<file path="src/rtl/easyaxi_rd_arb.sv">
// easyaxi_rd_arb: N-master to 1-slave AXI read-channel arbiter (round-robin AR, per-master outstanding limit).
// Optional build macro EASYAXI_RD_ARB_AR_SLICE_EN registers the slave AR channel in a one-entry slice.
module easyaxi_rd_arb #(
    parameter int NUM_MST  = 2,
    parameter int ID_W     = 4,
    parameter int ADDR_W   = 32,
    parameter int DATA_W   = 32,
    parameter int MAX_OUTS = 4,
    parameter int MIDX_W   = (NUM_MST > 1) ? $clog2(NUM_MST) : 1,
    parameter int SID_W    = ID_W + MIDX_W
) (
    input  logic                      clk,
    input  logic                      rst,
    input  logic [NUM_MST-1:0]        mst_arvalid,
    output logic [NUM_MST-1:0]        mst_arready,
    input  logic [NUM_MST*ID_W-1:0]   mst_arid,
    input  logic [NUM_MST*ADDR_W-1:0] mst_araddr,
    input  logic [NUM_MST*8-1:0]      mst_arlen,
    input  logic [NUM_MST*3-1:0]      mst_arsize,
    input  logic [NUM_MST*2-1:0]      mst_arburst,
    output logic [NUM_MST-1:0]        mst_rvalid,
    input  logic [NUM_MST-1:0]        mst_rready,
    output logic [ID_W-1:0]           mst_rid,
    output logic [DATA_W-1:0]         mst_rdata,
    output logic [1:0]                mst_rresp,
    output logic                      mst_rlast,
    output logic                      slv_arvalid,
    input  logic                      slv_arready,
    output logic [SID_W-1:0]          slv_arid,
    output logic [ADDR_W-1:0]         slv_araddr,
    output logic [7:0]                slv_arlen,
    output logic [2:0]                slv_arsize,
    output logic [1:0]                slv_arburst,
    input  logic                      slv_rvalid,
    output logic                      slv_rready,
    input  logic [SID_W-1:0]          slv_rid,
    input  logic [DATA_W-1:0]         slv_rdata,
    input  logic [1:0]                slv_rresp,
    input  logic                      slv_rlast,
    output logic                      route_err,
    output logic                      dbg_state
);
    localparam int CNT_W = $clog2(MAX_OUTS + 1);
    localparam logic [CNT_W-1:0] CNT_MAX = CNT_W'(MAX_OUTS);

    // Valid/ready: a transfer happens on a cycle where both valid and ready are high;
    // once valid is raised its payload is held until that transfer.
    typedef enum logic {IDLE = 1'b0, LOCK = 1'b1} state_t;

    state_t             state_q;
    logic [MIDX_W-1:0]  rr_q, rr_d, grant_q;
    logic [CNT_W-1:0]   cnt_q [NUM_MST];
    logic               route_err_q;

    logic [NUM_MST-1:0]   elig, ar_inc, r_dec, r_hit;
    logic [2*NUM_MST-1:0] rot;
    logic                 found, hs_vld, r_in_range;
    logic [MIDX_W-1:0]    win, src_idx, hs_idx, r_idx;
    logic [ID_W-1:0]      sel_id;
    logic [ADDR_W-1:0]    sel_addr;
    logic [7:0]           sel_len;
    logic [2:0]           sel_size;
    logic [1:0]           sel_burst;
    int                   sum, nxt;

    // Round-robin: rotate the eligible vector so the pointer lands at bit 0, take the first set bit.
    always_comb begin
        for (int i = 0; i < NUM_MST; i++) begin
            elig[i] = mst_arvalid[i] && (cnt_q[i] < CNT_MAX);
        end
        rot   = {elig, elig} >> rr_q;
        found = 1'b0;
        win   = '0;
        sum   = 0;
        for (int k = NUM_MST - 1; k >= 0; k--) begin
            if (rot[k]) begin
                found = 1'b1;
                sum   = int'(rr_q) + k;
                if (sum >= NUM_MST) sum = sum - NUM_MST;
                win   = MIDX_W'(sum);
            end
        end
    end

`ifdef EASYAXI_RD_ARB_AR_SLICE_EN
    logic [ID_W-1:0]   sl_id_q;
    logic [ADDR_W-1:0] sl_addr_q;
    logic [7:0]        sl_len_q;
    logic [2:0]        sl_size_q;
    logic [1:0]        sl_burst_q;

    assign src_idx     = win;
    assign hs_vld      = found && !rst && ((state_q != LOCK) || slv_arready);
    assign hs_idx      = win;
    assign slv_arvalid = (state_q == LOCK);
    assign slv_arid    = {grant_q, sl_id_q};
    assign slv_araddr  = sl_addr_q;
    assign slv_arlen   = sl_len_q;
    assign slv_arsize  = sl_size_q;
    assign slv_arburst = sl_burst_q;
`else
    assign src_idx     = (state_q == LOCK) ? grant_q : win;
    assign slv_arvalid = ((state_q == LOCK) || found) && !rst;
    assign hs_vld      = slv_arvalid && slv_arready;
    assign hs_idx      = src_idx;
    assign slv_arid    = {src_idx, sel_id};
    assign slv_araddr  = sel_addr;
    assign slv_arlen   = sel_len;
    assign slv_arsize  = sel_size;
    assign slv_arburst = sel_burst;
`endif

    always_comb begin
        sel_id    = '0;
        sel_addr  = '0;
        sel_len   = '0;
        sel_size  = '0;
        sel_burst = '0;
        for (int i = 0; i < NUM_MST; i++) begin
            if (src_idx == MIDX_W'(i)) begin
                sel_id    = mst_arid[i*ID_W +: ID_W];
                sel_addr  = mst_araddr[i*ADDR_W +: ADDR_W];
                sel_len   = mst_arlen[i*8 +: 8];
                sel_size  = mst_arsize[i*3 +: 3];
                sel_burst = mst_arburst[i*2 +: 2];
            end
        end
    end

    // R routing: the upper slave-ID bits name the master; unknown indices are sunk.
    assign r_idx = slv_rid[SID_W-1:ID_W];

    always_comb begin
        for (int i = 0; i < NUM_MST; i++) begin
            r_hit[i] = (r_idx == MIDX_W'(i));
        end
        r_in_range = |r_hit;
        slv_rready = !r_in_range;
        for (int i = 0; i < NUM_MST; i++) begin
            if (r_hit[i]) slv_rready = mst_rready[i];
        end
        if (rst) slv_rready = 1'b0;
        mst_rvalid = r_hit & {NUM_MST{slv_rvalid && !rst}};
        for (int i = 0; i < NUM_MST; i++) begin
            mst_arready[i] = hs_vld && (hs_idx == MIDX_W'(i));
            ar_inc[i]      = mst_arready[i];
            r_dec[i]       = r_hit[i] && slv_rvalid && slv_rready && slv_rlast && (cnt_q[i] != '0);
        end
        rr_d = rr_q;
        nxt  = 0;
        if (hs_vld) begin
            nxt = int'(hs_idx) + 1;
            if (nxt >= NUM_MST) nxt = 0;
            rr_d = MIDX_W'(nxt);
        end
    end

    assign mst_rid   = slv_rid[ID_W-1:0];
    assign mst_rdata = slv_rdata;
    assign mst_rresp = slv_rresp;
    assign mst_rlast = slv_rlast;
    assign route_err = route_err_q;
    assign dbg_state = state_q;

    always_ff @(posedge clk or posedge rst) begin
        if (rst) begin
            state_q     <= IDLE;
            grant_q     <= '0;
            rr_q        <= '0;
            route_err_q <= 1'b0;
            for (int i = 0; i < NUM_MST; i++) cnt_q[i] <= '0;
`ifdef EASYAXI_RD_ARB_AR_SLICE_EN
            sl_id_q    <= '0;
            sl_addr_q  <= '0;
            sl_len_q   <= '0;
            sl_size_q  <= '0;
            sl_burst_q <= '0;
`endif
        end else begin
            rr_q        <= rr_d;
            route_err_q <= slv_rvalid && !r_in_range;
            for (int i = 0; i < NUM_MST; i++) begin
                if (ar_inc[i] && !r_dec[i])      cnt_q[i] <= cnt_q[i] + CNT_W'(1);
                else if (!ar_inc[i] && r_dec[i]) cnt_q[i] <= cnt_q[i] - CNT_W'(1);
            end
`ifdef EASYAXI_RD_ARB_AR_SLICE_EN
            // LOCK here means the slice holds a request not yet taken by the slave.
            if (hs_vld) begin
                state_q    <= LOCK;
                grant_q    <= win;
                sl_id_q    <= sel_id;
                sl_addr_q  <= sel_addr;
                sl_len_q   <= sel_len;
                sl_size_q  <= sel_size;
                sl_burst_q <= sel_burst;
            end else if (slv_arready) begin
                state_q <= IDLE;
            end
`else
            case (state_q)
                IDLE: if (found && !slv_arready) begin
                    state_q <= LOCK;
                    grant_q <= win;
                end
                LOCK: if (slv_arready) state_q <= IDLE;
                default: state_q <= IDLE;
            endcase
`endif
        end
    end
endmodule

</file>
<file path="config.mk">
export PLATFORM = sky130hd
export DESIGN_NAME = easyaxi_rd_arb
export DESIGN_NICKNAME = d
export VERILOG_FILES = /design/src/rtl/easyaxi_rd_arb.sv
export SDC_FILE = /design/constraint.sdc
export NUM_CORES = 1
export LEC_CHECK = 0
export BUFFER_PORTS_ARGS = -buffer_cell sky130_fd_sc_hd__buf_4
export CORE_AREA = 5 5 92 94
export CTS_BUF_LIST = sky130_fd_sc_hd__clkbuf_16
export DETAILED_ROUTE_END_ITERATION = 8
export DIE_AREA = 0 0 97 99
export PLACE_DENSITY = 0.69
export REMOVE_ABC_BUFFERS = 1
export SKIP_CTS_REPAIR_TIMING = 1
export SLEW_MARGIN = 20
export SYNTH_ARGS = -nofsm -noshare
export SYNTH_HDL_FRONTEND = slang
export SYNTH_SLANG_ARGS = --single-unit
</file>
<file path="constraint.sdc">
create_clock -name clk -period 2.4 [get_ports clk]
set_input_delay 0.24 -clock clk [delete_from_list [all_inputs] [get_ports clk]]
set_output_delay 0.24 -clock clk [all_outputs]
set_load 0.005 [all_outputs]
</file>
==> impl_metrics.tcl <==
set metrics [dict create \
    drive_gt1_share_pct 82.8 \
    routed_via_density 4.23 \
    ir_drop_mv 0.400 \
    tns_ns 0 \
    dp_slack_ns 0.125 \
    die_h_microns 99 \
    numClockSinks 9 \
    r2r-start "cnt_q[2]" \
    setup_ws_ns 0.0684 \
    max_clock_freq_mhz 429 \
    syn2layout_area_growth_pct 74.5 \
    worst_path_largest_cell_delay_ns 0.41 \
    ant_nets 0 \
    dp_hpwl_microns 6910 \
    min_period_ns 2.33 \
    synth_seq_area_share_pct 15.1 \
    seq_area_sq_um 225 \
    status "finished clean" \
    cts_tree "built" \
    mostFrequentLayoutCell "buf_4" \
    clockBufferDepth 2 \
    period_share_pct 97.2 \
    dp.cells 371 \
    hold_viol_final 0 \
    yosys_warnings 0 \
    grt_pass1_vias 1797 \
    synth_flop_cell "dfrtp_1" \
    die_x_microns 97 \
    cp.arrival_ns 2.09 \
    dieArea_sq_um 9600 \
    mostFrequentLayoutCells "buf_4 (167), mux2_2 (51), dfrtp_1 (9)" \
    p_leak_nw 1.30 \
    grt_pass1_wl_microns 10800 \
    async_flop_share_pct 100 \
    h-tree-depth 1 \
    antenna_found_initial 0 \
    antenna_cells 0 \
    clock_latency_ns 0.23 \
    cts_buffers 3 \
    io-pin-count 243 \
    r2r.worst_path.cells 9 \
    fin_util_pct 34.3 \
    worstSetupEndpointType "output port" \
    wl_microns 7520 \
    n_fill_cell 766 \
    layout.nets 424 \
    critPathTopFamily "buffers and inverters" \
    p_per_area_nw_per_um2 720 \
    multi_input_area_sq_um 885 \
    avgSynthCellArea_sq_um 10.1 \
    synth-edff-count 0 \
    r2r-end "cnt_q[2]" \
    grt_max_degree 51 \
    syn_inst 147 \
    ys_seq_elements 9 \
    netlist_area_sq_um 1490 \
    clock_skew_ns 0.000944 \
    drv_slew 0 \
    post-route-drc-count 0 \
    io_buffer_count 165 \
    initial_core_util_pct 19.7 \
    clk_pin_slew_ns 0.04 \
    synth_cell_types 26 \
    gp_congestion 0.808 \
    drtIter0Drc 17 \
    rsz0062_at_grt "true" \
    rows 32 \
    root_buffer "clkbuf_16" \
    overflow 0 \
    path_max_fanout 50 \
    reg2reg_slack_ns 0.13 \
    worst-setup-path-type "register to output port" \
    fin_cells 375 \
    dr.pass1.iters 4 \
    vias 1585 \
    core_sq_um 7570 \
    maxCapViolations 0 \
    worst_ep_required_time_ns 2.16 \
    cp_num_buf_inv 2 \
    hold_class "primary input to async pin" \
    slowest_stage "clkbuf_8" \
    finalSetupViolCount 0 \
    grt.total_usage_pct 14.5 \
    routed_wire_length_per_instance_microns 20.0 \
    startpoint_type "register" \
    path_cells "nand2b_4 > o31ai_4 > clkbuf_8 > mux2_2 > buf_4" \
]
stage by stage:
step	instance area (sq um)	total power, mW	hold slack, ns
after floorplan	1120	0.948	0.0811
after global placement	2510	1.58	0.304
after detailed placement	2510	1.60	0.300
after CTS	2590	1.91	0.0511
after global routing	2600	2.01	0.0648
final	2600	1.87	0.0466
power by group:
group	switching, mW	internal [mW]
Sequential	0.0816	0.225
Clock	0.0714	0.218
Combinational	0.477	0.798
flip-flops by register name (all words and copies together) (netlist names):
register	flops
rr_q	1
grant_q	1
dbg_state	1
cnt_q	6
per-layer routing:
| metal | share of wire [%] | routed length, microns | GRT usage (%) | up-vias |
|---|---|---|---|---|
| met5 | 0.85 | 64 | 5.64 | - |
| met3 | 22 | 1680 | 13.9 | 9 |
| met2 | 48 | 3580 | 24.0 | 157 |
| li1 | - | - | - | 718 |
| met4 | 1.6 | 119 | 3.89 | 2 |
| met1 | 28 | 2070 | 12.3 | 699 |
Yosys cell counts, types with 2 or more instances:
library cell | count | share of area [%]
buf_4 | 41 | 21
buf_6 | 5 | 3.8
dfrtp_1 | 9 | 15
fa_1 | 2 | 2.7
ha_1 | 2 | 1.7
inv_1 | 4 | 1.0
mux2_2 | 51 | 39
mux2i_1 | 2 | 1.3
nor2_1 | 7 | 1.8
nor2b_1 | 3 | 1.3
o311ai_0 | 2 | 1.2
xnor2_1 | 2 | 1.2
xor2_1 | 4 | 2.4
worst max path at each step:
stage	startpoint	to	slack, ns	cells past startpoint
after floorplan	cnt_q[2]	cnt_q[2]	-0.94	9
after global placement	cnt_q[2]	slv_araddr[12]	0.20	5
after detailed placement	cnt_q[5]	cnt_q[2]	0.12	10
after CTS	cnt_q[2]	slv_araddr[12]	-0.08	5
after global routing	cnt_q[2]	slv_arid[1]	-0.03	5
final	cnt_q[2]	slv_araddr[12]	0.07	5
worst register-to-register path, delay by kind of cell (launching register included):
family | cells | cell delay, ns
xor gates and xnor gates | 2 | 0.31
AOI/OAI and AO/OA | 1 | 0.28
buffers and inverters | 1 | 0.06
adders and majority gates | 2 | 0.60
DFF | 1 | 0.40
and+or+nand+nor | 3 | 0.53
kinds of logic (layout without fill, tap and decap cells):
| family | Yosys count | count (layout) | share of synthesized area [%] |
|---|---|---|---|
| flip-flops | 9 | 9 | 15.1 |
| AO/OA/AOI/OAI | 6 | 6 | 4.03 |
| XOR/XNOR | 6 | 6 | 3.53 |
| adder cells (fa/ha/maj) | 4 | 4 | 4.37 |
| other | 1 | 1 | 0.252 |
| AND/OR/NAND/NOR | 18 | 18 | 7.31 |
| buffers and inverters | 50 | 176 | 25.5 |
| multiplexers | 53 | 53 | 39.9 |
area by class of cell:
cell class,count,share of cell area [%]
clock inverters,1,0.144
well taps,102,4.91
repair buffers,168,48.8
flip-flops and latches,9,8.67
clock buffers,3,2.89
multi-input cells,88,34.0
inverters,4,0.578
No activity file was read; power rests on OpenSTA's default activity.
